===== src/rtl/fp_div_scheduler.sv =====
// Round-robin front end sharing one pipelined FP divider among NREQ requesters.
// A tag FIFO remembers who issued each in-flight operation so quotients go home.
module fp_div_scheduler #(
  parameter int NREQ      = 4,
  parameter int DIV_LAT   = 28,
  parameter int TAG_DEPTH = 32
) (
  input  logic              clock_i,
  input  logic              reset_i,
  input  logic [NREQ-1:0]   req_valid_i,
  input  logic [NREQ*32-1:0] req_dataa_i,
  input  logic [NREQ*32-1:0] req_datab_i,
  output logic [NREQ-1:0]   req_ready_o,
  output logic              div_tvalid_o,
  output logic [31:0]       div_dataa_o,
  output logic [31:0]       div_datab_o,
  input  logic              div_result_tvalid_i,
  input  logic [31:0]       div_result_tdata_i,
  output logic [NREQ-1:0]   rsp_valid_o,
  output logic [31:0]       rsp_data_o,
  output logic              busy_o,
  output logic              err_o,
  output logic              dbg_state_o
);

  localparam int IW = $clog2(NREQ);
  localparam int AW = $clog2(TAG_DEPTH);
  localparam int CW = $clog2(DIV_LAT + 2);

  // Handshake: a requester holds valid and data stable until it sees ready;
  // the transfer happens on the rising edge where valid & ready are both high.
  typedef enum logic {ST_DRAIN = 1'b0, ST_RUN = 1'b1} state_e;

  state_e          state_q, state_d;
  logic [CW-1:0]   drain_q, drain_d;

  logic [IW-1:0]   last_q;
  logic            arb_found;
  logic [IW-1:0]   arb_idx;
  logic [31:0]     arb_a, arb_b;
  logic            grant;

  logic            div_tvalid_q;
  logic [31:0]     div_dataa_q, div_datab_q;

  logic [IW-1:0]   tag_mem [TAG_DEPTH];
  logic [AW-1:0]   wr_ptr_q, rd_ptr_q;
  logic [AW:0]     fifo_cnt_q, fifo_cnt_d;
  logic            fifo_full, push, pop, orphan, overflow;
  logic [IW-1:0]   head_tag;
  logic [NREQ-1:0] head_vec;

  logic [NREQ-1:0] rsp_valid_q;
  logic [31:0]     rsp_data_q;
  logic            err_q;

  // State register
  always_ff @(posedge clock_i) begin
    if (reset_i) begin
      state_q <= ST_DRAIN;
      drain_q <= CW'(DIV_LAT + 1);
    end else begin
      state_q <= state_d;
      drain_q <= drain_d;
    end
  end

  // Next state: the divider has no reset, so wait out its pipeline first
  always_comb begin
    state_d = state_q;
    drain_d = drain_q;
    case (state_q)
      ST_DRAIN: begin
        if (drain_q == '0) state_d = ST_RUN;
        else drain_d = drain_q - CW'(1);
      end
      default: state_d = ST_RUN;
    endcase
  end

  // Round-robin: first pass above last grant, second pass wraps around
  always_comb begin
    arb_found = 1'b0;
    arb_idx   = '0;
    arb_a     = '0;
    arb_b     = '0;
    for (int i = 0; i < NREQ; i++) begin
      if (!arb_found && req_valid_i[i] && (IW'(i) > last_q)) begin
        arb_found = 1'b1;
        arb_idx   = IW'(i);
        arb_a     = req_dataa_i[32*i +: 32];
        arb_b     = req_datab_i[32*i +: 32];
      end
    end
    for (int i = 0; i < NREQ; i++) begin
      if (!arb_found && req_valid_i[i]) begin
        arb_found = 1'b1;
        arb_idx   = IW'(i);
        arb_a     = req_dataa_i[32*i +: 32];
        arb_b     = req_datab_i[32*i +: 32];
      end
    end
  end

  // Outputs of the FSM
  always_comb begin
    req_ready_o = '0;
    for (int i = 0; i < NREQ; i++) begin
      req_ready_o[i] = (state_q == ST_RUN) && arb_found && (arb_idx == IW'(i));
    end
    busy_o      = (state_q == ST_DRAIN) || (fifo_cnt_q != '0) || (|rsp_valid_q);
    dbg_state_o = state_q;
  end

  assign grant     = (state_q == ST_RUN) && arb_found;
  assign fifo_full = (fifo_cnt_q == (AW+1)'(TAG_DEPTH));
  assign pop       = (state_q == ST_RUN) && div_result_tvalid_i && (fifo_cnt_q != '0);
  assign orphan    = (state_q == ST_RUN) && div_result_tvalid_i && (fifo_cnt_q == '0);
  // A same-edge pop frees the slot, so a full FIFO can still take the push
  assign push      = grant && (!fifo_full || pop);
  assign overflow  = grant && fifo_full && !pop;
  assign head_tag  = tag_mem[rd_ptr_q];

  always_comb begin
    head_vec = '0;
    for (int i = 0; i < NREQ; i++) head_vec[i] = (head_tag == IW'(i));
  end

  always_comb begin
    fifo_cnt_d = fifo_cnt_q;
    if (push && !pop) fifo_cnt_d = fifo_cnt_q + (AW+1)'(1);
    else if (pop && !push) fifo_cnt_d = fifo_cnt_q - (AW+1)'(1);
  end

  always_ff @(posedge clock_i) begin
    if (reset_i) begin
      last_q       <= IW'(NREQ - 1);
      div_tvalid_q <= 1'b0;
      div_dataa_q  <= '0;
      div_datab_q  <= '0;
      wr_ptr_q     <= '0;
      rd_ptr_q     <= '0;
      fifo_cnt_q   <= '0;
      rsp_valid_q  <= '0;
      rsp_data_q   <= '0;
      err_q        <= 1'b0;
    end else begin
      div_tvalid_q <= grant;
      if (grant) begin
        last_q      <= arb_idx;
        div_dataa_q <= arb_a;
        div_datab_q <= arb_b;
      end
      if (push) wr_ptr_q <= wr_ptr_q + AW'(1);
      if (pop) rd_ptr_q <= rd_ptr_q + AW'(1);
      fifo_cnt_q  <= fifo_cnt_d;
      rsp_valid_q <= pop ? head_vec : '0;
      if (pop) rsp_data_q <= div_result_tdata_i;
      if (orphan || overflow) err_q <= 1'b1;
    end
  end

  // Tag storage needs no reset; occupancy is tracked by the pointers
  always_ff @(posedge clock_i) begin
    if (push) tag_mem[wr_ptr_q] <= arb_idx;
  end

  assign div_tvalid_o = div_tvalid_q;
  assign div_dataa_o  = div_dataa_q;
  assign div_datab_o  = div_datab_q;
  assign rsp_valid_o  = rsp_valid_q;
  assign rsp_data_o   = rsp_data_q;
  assign err_o        = err_q;

endmodule


===== config.mk =====
export PLATFORM = sky130hd
export DESIGN_NAME = fp_div_scheduler
export DESIGN_NICKNAME = d
export VERILOG_FILES = /design/src/rtl/fp_div_scheduler.sv
export SDC_FILE = /design/constraint.sdc
export NUM_CORES = 1
export LEC_CHECK = 0
export CAP_MARGIN = 10
export CORE_MARGIN = 4
export CORE_UTILIZATION = 42
export DETAILED_ROUTE_END_ITERATION = 16
export PLACE_DENSITY = 0.8
export SYNTH_ARGS = -nofsm -noshare
export SYNTH_HDL_FRONTEND = slang
export SYNTH_SLANG_ARGS = --single-unit

===== constraint.sdc =====
create_clock -name clock_i -period 4 [get_ports clock_i]
set_clock_uncertainty 0.2 [all_clocks]
set_input_delay 0.8 -clock clock_i [delete_from_list [all_inputs] [get_ports clock_i]]
set_output_delay 0.8 -clock clock_i [all_outputs]
set_load 0.05 [all_outputs]

* Word level (Yosys, flattened, before mapping)
Memory sizes are Yosys's and may differ from the RTL's. A register that Yosys moved wholly into a read port is not among the register bits.
Cells that the tools add are included.
** Cells by class
- Eq/ne operators :: 7
- Mux-type cells :: 39
- $add $sub $neg :: 5
- Reductions and logical operators :: 47
- $lt $le $gt $ge :: 4
- Bitwise gates (word level) :: 3
** Operator list (count)
- 2-to-1 mux 32 bit :: 16
- logical AND 1 bit :: 24
- 2-to-1 mux 1 bit :: 13
- 2-to-1 mux 2 bit :: 6
- 2-to-1 mux 6 bit :: 2
- adder 5 x 1 -> 5 bit (second input constant) :: 2
- logical NOT 1 bit :: 10
- 2-to-1 mux 5 bit :: 2
- == test 2 bit (second input constant) :: 4
- adder 6 x 1 -> 6 bit (second input constant) :: 1
- == test 6 bit (second input constant) :: 1
- logical NOT 6 bit :: 1
- nonzero test 6 bit :: 1
- subtractor 6 x 1 -> 6 bit (second input constant) :: 1
- logical NOT 5 bit :: 1
- subtractor 5 x 1 -> 5 bit (second input constant) :: 1
- == test 2 x 1 -> 1 bit (second input constant) :: 2
- greater-than comparator 1 x 2 -> 1 bit (first input constant) :: 2
- greater-than comparator 2 bit (first input constant) :: 2
- logical NOT 2 bit :: 2
- logical OR 1 bit :: 4
- OR reduction 4 bit :: 1
- NOT 1 bit :: 3
- AND reduction 2 bit :: 1
- 2 further kinds :: 2
** Word-level totals
- Memories kept :: 1
- Flip-flop bits (word level) :: 126
- Output and inout port bits :: 108
- Logic and storage cells :: 118
- RAM bits :: 64
** Memories
- tag_mem :: depth 32, width 2, read ports 1, clocked after memory_dff 1, write ports 1, RTL line 46 : logic [IW-1:0] tag_mem [TAG_DEPTH];

* Logic depth before layout (Yosys ltp)
- Depth in word-level cells :: 33
- Gate-level depth with buffers :: 12

* Worst setup path before layout
Ideal clock, no wire load.
- Kind :: input -> output
- Start point :: input port req_valid_i[1]
- End point :: output port req_ready_o[2]
- Stages :: 7
- Arrival time :: 3.838 ns
- Path slack :: -0.838 ns
- Path buffers :: 2
- Cell sequence :: buf_2 nand2b_1 buf_2 nor2_1 a311oi_1 nand2_1 nor2_1
** Between the ends
- Cells in the longest elaborated chain, start to end :: 25
- Elaborated cells on any way between the ends :: 33
- Those cells by class :: 1 x eq/ne; 14 x mux; 18 x reduce/logical
** Ends and longest elaborated chain
- start: declaration :: RTL line 10 : input logic [NREQ-1:0] req_valid_i,
- logical AND 1 bit (2 in a row) :: RTL line 88 : if (!arb_found && req_valid_i[i] && (IW'(i) > last_q)) begin
- 2-to-1 mux 1 bit :: RTL line 88
- logical NOT 1 bit :: RTL line 88
- logical AND 1 bit (2 in a row) :: RTL line 88
- 2-to-1 mux 1 bit :: RTL line 88
- logical NOT 1 bit :: RTL line 88
- logical AND 1 bit (2 in a row) :: RTL line 88
- 2-to-1 mux 1 bit :: RTL line 88
- [... 7 more ...]
- logical AND 1 bit :: RTL line 96 : if (!arb_found && req_valid_i[i]) begin
- 2-to-1 mux 1 bit :: RTL line 96
- logical NOT 1 bit :: RTL line 96
- logical AND 1 bit :: RTL line 96
- 2-to-1 mux 2 bit (*) :: RTL line 96
- net arb_idx[1] :: RTL line 39 : logic [IW-1:0] arb_idx;
- == test 2 bit (*) :: RTL line 109 : req_ready_o[i] = (state_q == ST_RUN) && arb_found && (arb_idx == IW'(i));
- logical AND 1 bit (*) :: RTL line 109
- end: declaration :: RTL line 13 : output logic [NREQ-1:0] req_ready_o,
Mark *: on every way through the listed nets, which the timed path passes. The rest lies on a longest branch.

* Final worst setup path
Ends and elaborated chain as after synthesis.

==> impl_metrics.tcl <==
set metrics [dict create \
    grt_max_degree 66 \
    ctsRootBufferMaster "clkbuf_16" \
    clk_pin_slew_ns 0.09 \
    fillers 2227 \
    htree_levels 4 \
    nets 1881 \
    boundaryPins 403 \
    cp_slowest_cell "clkdlybuf4s50_1" \
    synth_seq_area_share 0.391 \
    async_reset_ff_frac 0 \
    tightest_slew_ns 0.913 \
    grt_usage 0.284 \
    insertion_delay_ns 0.46 \
    required_ns 3.00 \
    fin_crit_ns 3.69 \
    rsz0062_at_grt "no" \
    synthCells 1236 \
    vias 12100 \
    yosysTopAreaCell "dfxtp_1" \
    yosysWarningCount 0 \
    powerDensity_nw_per_um2 276 \
    status "finished, final reports clean" \
    coreArea_um2 27100 \
    drc_errors 0 \
    die_h_um 174 \
    synth_area_um2 11600 \
    synth.area.top_cells "dfxtp_1, edfxtp_1, o221ai_2, o31ai_2, nand2_1" \
    die_area_um2 30400 \
    drive_gt1_frac 0.148 \
    relSlewSlack 0.391 \
    grt_overflow 0 \
    avgViaCountPerCell 6.17 \
    synth_edf_count 64 \
    path_common_cell "nor2_1" \
    drv_slew 0 \
    antenna_left 0 \
    tns_ns 0 \
    worstSetupStartpointType "primary input" \
    cts_setup_buffers 0 \
    netlist.area_leader.share 0.226 \
    fin_ws_ns 0.315 \
    cts_tree "yes" \
    met3WireLength_um 4670 \
    cts_buffers 17 \
    leakage_nw 5.48 \
    multiInputGateArea_um2 6570 \
    cp.buffers_inverters 4 \
    synth_cell_types 60 \
    endpoint_kind "output pin" \
    hold_path_class "flop to flop" \
    syn_avg_cell_area_um2 9.40 \
    hold_viol 0 \
    post_drt_wl_per_cell_um 23.1 \
    dp_hpwl_um 30900 \
    io_buffer_count 402 \
    layout_commonest_cell "clkdlybuf4s50_1" \
    syn_nets 1543 \
    wirelength_met1_um 17800 \
    crit_type "primary input to output pin" \
    grt_pass1_vias 11800 \
    final_cell_area_um2 16700 \
    crit_chain "clkdlybuf4s50_1 -> buf_4 -> nor2_1 -> inv_1 -> a311oi_4 -> nand2_1 -> nor2_1 -> buf_12" \
    cp.arrival_ns 2.69 \
    utilization 0.618 \
    routed_wl_um 45400 \
    synth_ff_type "dfxtp_1" \
    drtPass1Iterations 5 \
    maxCapViolations 0 \
    rows 60 \
    finalSetupViolations 0 \
    dr.max_layer_used "met4" \
    cp_top_family "buffers and inverters" \
    cts_sinks 195 \
    max-vdd-ir-drop_mv 0.230 \
    area_delta_synth_final_pct 44.1 \
    place_area_um2 16100 \
    grt_antenna_before_repair 8 \
    slowest_delay_ns 0.48 \
    preCtsSetupSlack_ns 0.153 \
    cts_max_path_buffers 2 \
    place_congestion 0.926 \
    ys_ff_latch 195 \
    drt_iter0_markers 1561 \
    cts_hold_buffers 0 \
    start_util 0.429 \
    ctsResizeCount 0 \
    grt_pass1_wl_um 69400 \
    cp_max_fo 7 \
    seq_area_um2 4550 \
    routed-wl-met2_um 21000 \
    timing.fmax_mhz 271 \
    die_w_um 174 \
    post-route-period-util 0.921 \
    layout_common_cells "clkdlybuf4s50_1, nand2_1, dfxtp_1" \
]
## synth_stat cells (2+ instances only)
library cell	number
o221ai_1	6
o221ai_2	58
o21bai_1	2
o21ai_0	5
o22ai_1	4
nand3_1	76
or2_2	3
mux4_2	16
and3_1	7
a22oi_1	68
nor2_1	130
buf_2	33
buf_1	15
nor4_4	2
nor4_1	3
buf_6	6
xor2_1	6
a31oi_1	2
mux2i_1	4
nor2b_1	6
o31ai_1	3
nor3_1	2
dfxtp_1	131
nand4_1	3
nand3b_1	2
o31ai_2	60
nand2b_1	6
inv_1	12
or3b_2	2
a211oi_1	66
ha_1	11
a21o_1	3
clkbuf_1	62
a21oi_1	105
edfxtp_1	64
nand2_1	158
or3_1	4
xnor2_1	6
a22o_1	63
## kinds of logic (layout without fill, tap and decap cells)
group                    Yosys count  in the layout  synth area share
AO/OA/AOI/OAI                    453            453             0.344
AND/OR/NAND/NOR                  412            412             0.157
flip-flops                       195            195             0.391
buffers and inverters            131            482            0.0502
multiplexers                      21             21            0.0354
adder cells (fa/ha/maj)           12             12            0.0136
XOR/XNOR                          12             12           0.00904
other                              0              8                 0
## per-stage QoR
stage / std cells / hold slack [ns] / power, mW
6_report: 1967 / 0.256 / 4.61
5_1_grt: 1967 / 0.273 / 4.76
4_1_cts: 1959 / 0.259 / 4.65
3_5_place_dp: 1927 / 0.246 / 2.71
3_3_place_gp: 1927 / 0.235 / 2.70
2_1_floorplan: 1236 / 0.228 / 2.28
## registers in the layout, summed over array words and instances (netlist names), named ones only
name,cells
div_datab_o,32
rsp_data_o,32
div_dataa_o,32
rsp_valid_o,4
tag_mem,64
dbg_state_o,1
drain_q,5
err_o,1
wr_ptr_q,5
fifo_cnt_q,6
div_tvalid_o,1
last_q,2
rd_ptr_q,5
## per-layer routing
metal	global-route usage	vias to the layer above
met5	0	-
met4	0.121	0
met3	0.0737	144
met2	0.451	824
met1	0.366	5749
li1	-	5426
## report_power, final
| group | switching (mW) | internal [mW] | total (mW) |
|---|---|---|---|
| Clock | 1.03 | 0.911 | 1.94 |
| Sequential | 0.00358 | 2.05 | 2.05 |
| Combinational | 0.290 | 0.333 | 0.623 |
## worst register-to-register path, cell delays in order (launching register included)
cell,delay [ns]
dfxtp_1,0.39
nor4_4,0.50
a41oi_4,0.16
ha_1,0.25
inv_1,0.16
ha_1,0.26
a21o_1,0.18
a21oi_1,0.23
o21ai_0,0.11
nand4_1,0.09
mux2_2,0.32
## final cells by class
type / instances / area share
Timing Repair Buffer: 437 / 0.265
Multi-Input combinational cell: 910 / 0.392
Antenna cell: 8 / 0.00120
Tap cell: 372 / 0.0278
Clock inverter: 15 / 0.0141
Inverter: 13 / 0.00292
Clock buffer: 17 / 0.0254
Sequential cell: 195 / 0.272
## final timing paths
check / cells after the start / slack (ns) / start / to
max: 8 / 0.31 / req_valid_i[1] / req_ready_o[2]
min: 2 / 0.26 / rsp_data_o[24] / rsp_data_o[24]
max reg2reg: 10 / 1.06 / fifo_cnt_q[1] / fifo_cnt_q[5]
min reg2reg: 2 / 0.26 / rsp_data_o[24] / rsp_data_o[24]
Power figures use the tool's default switching activity.
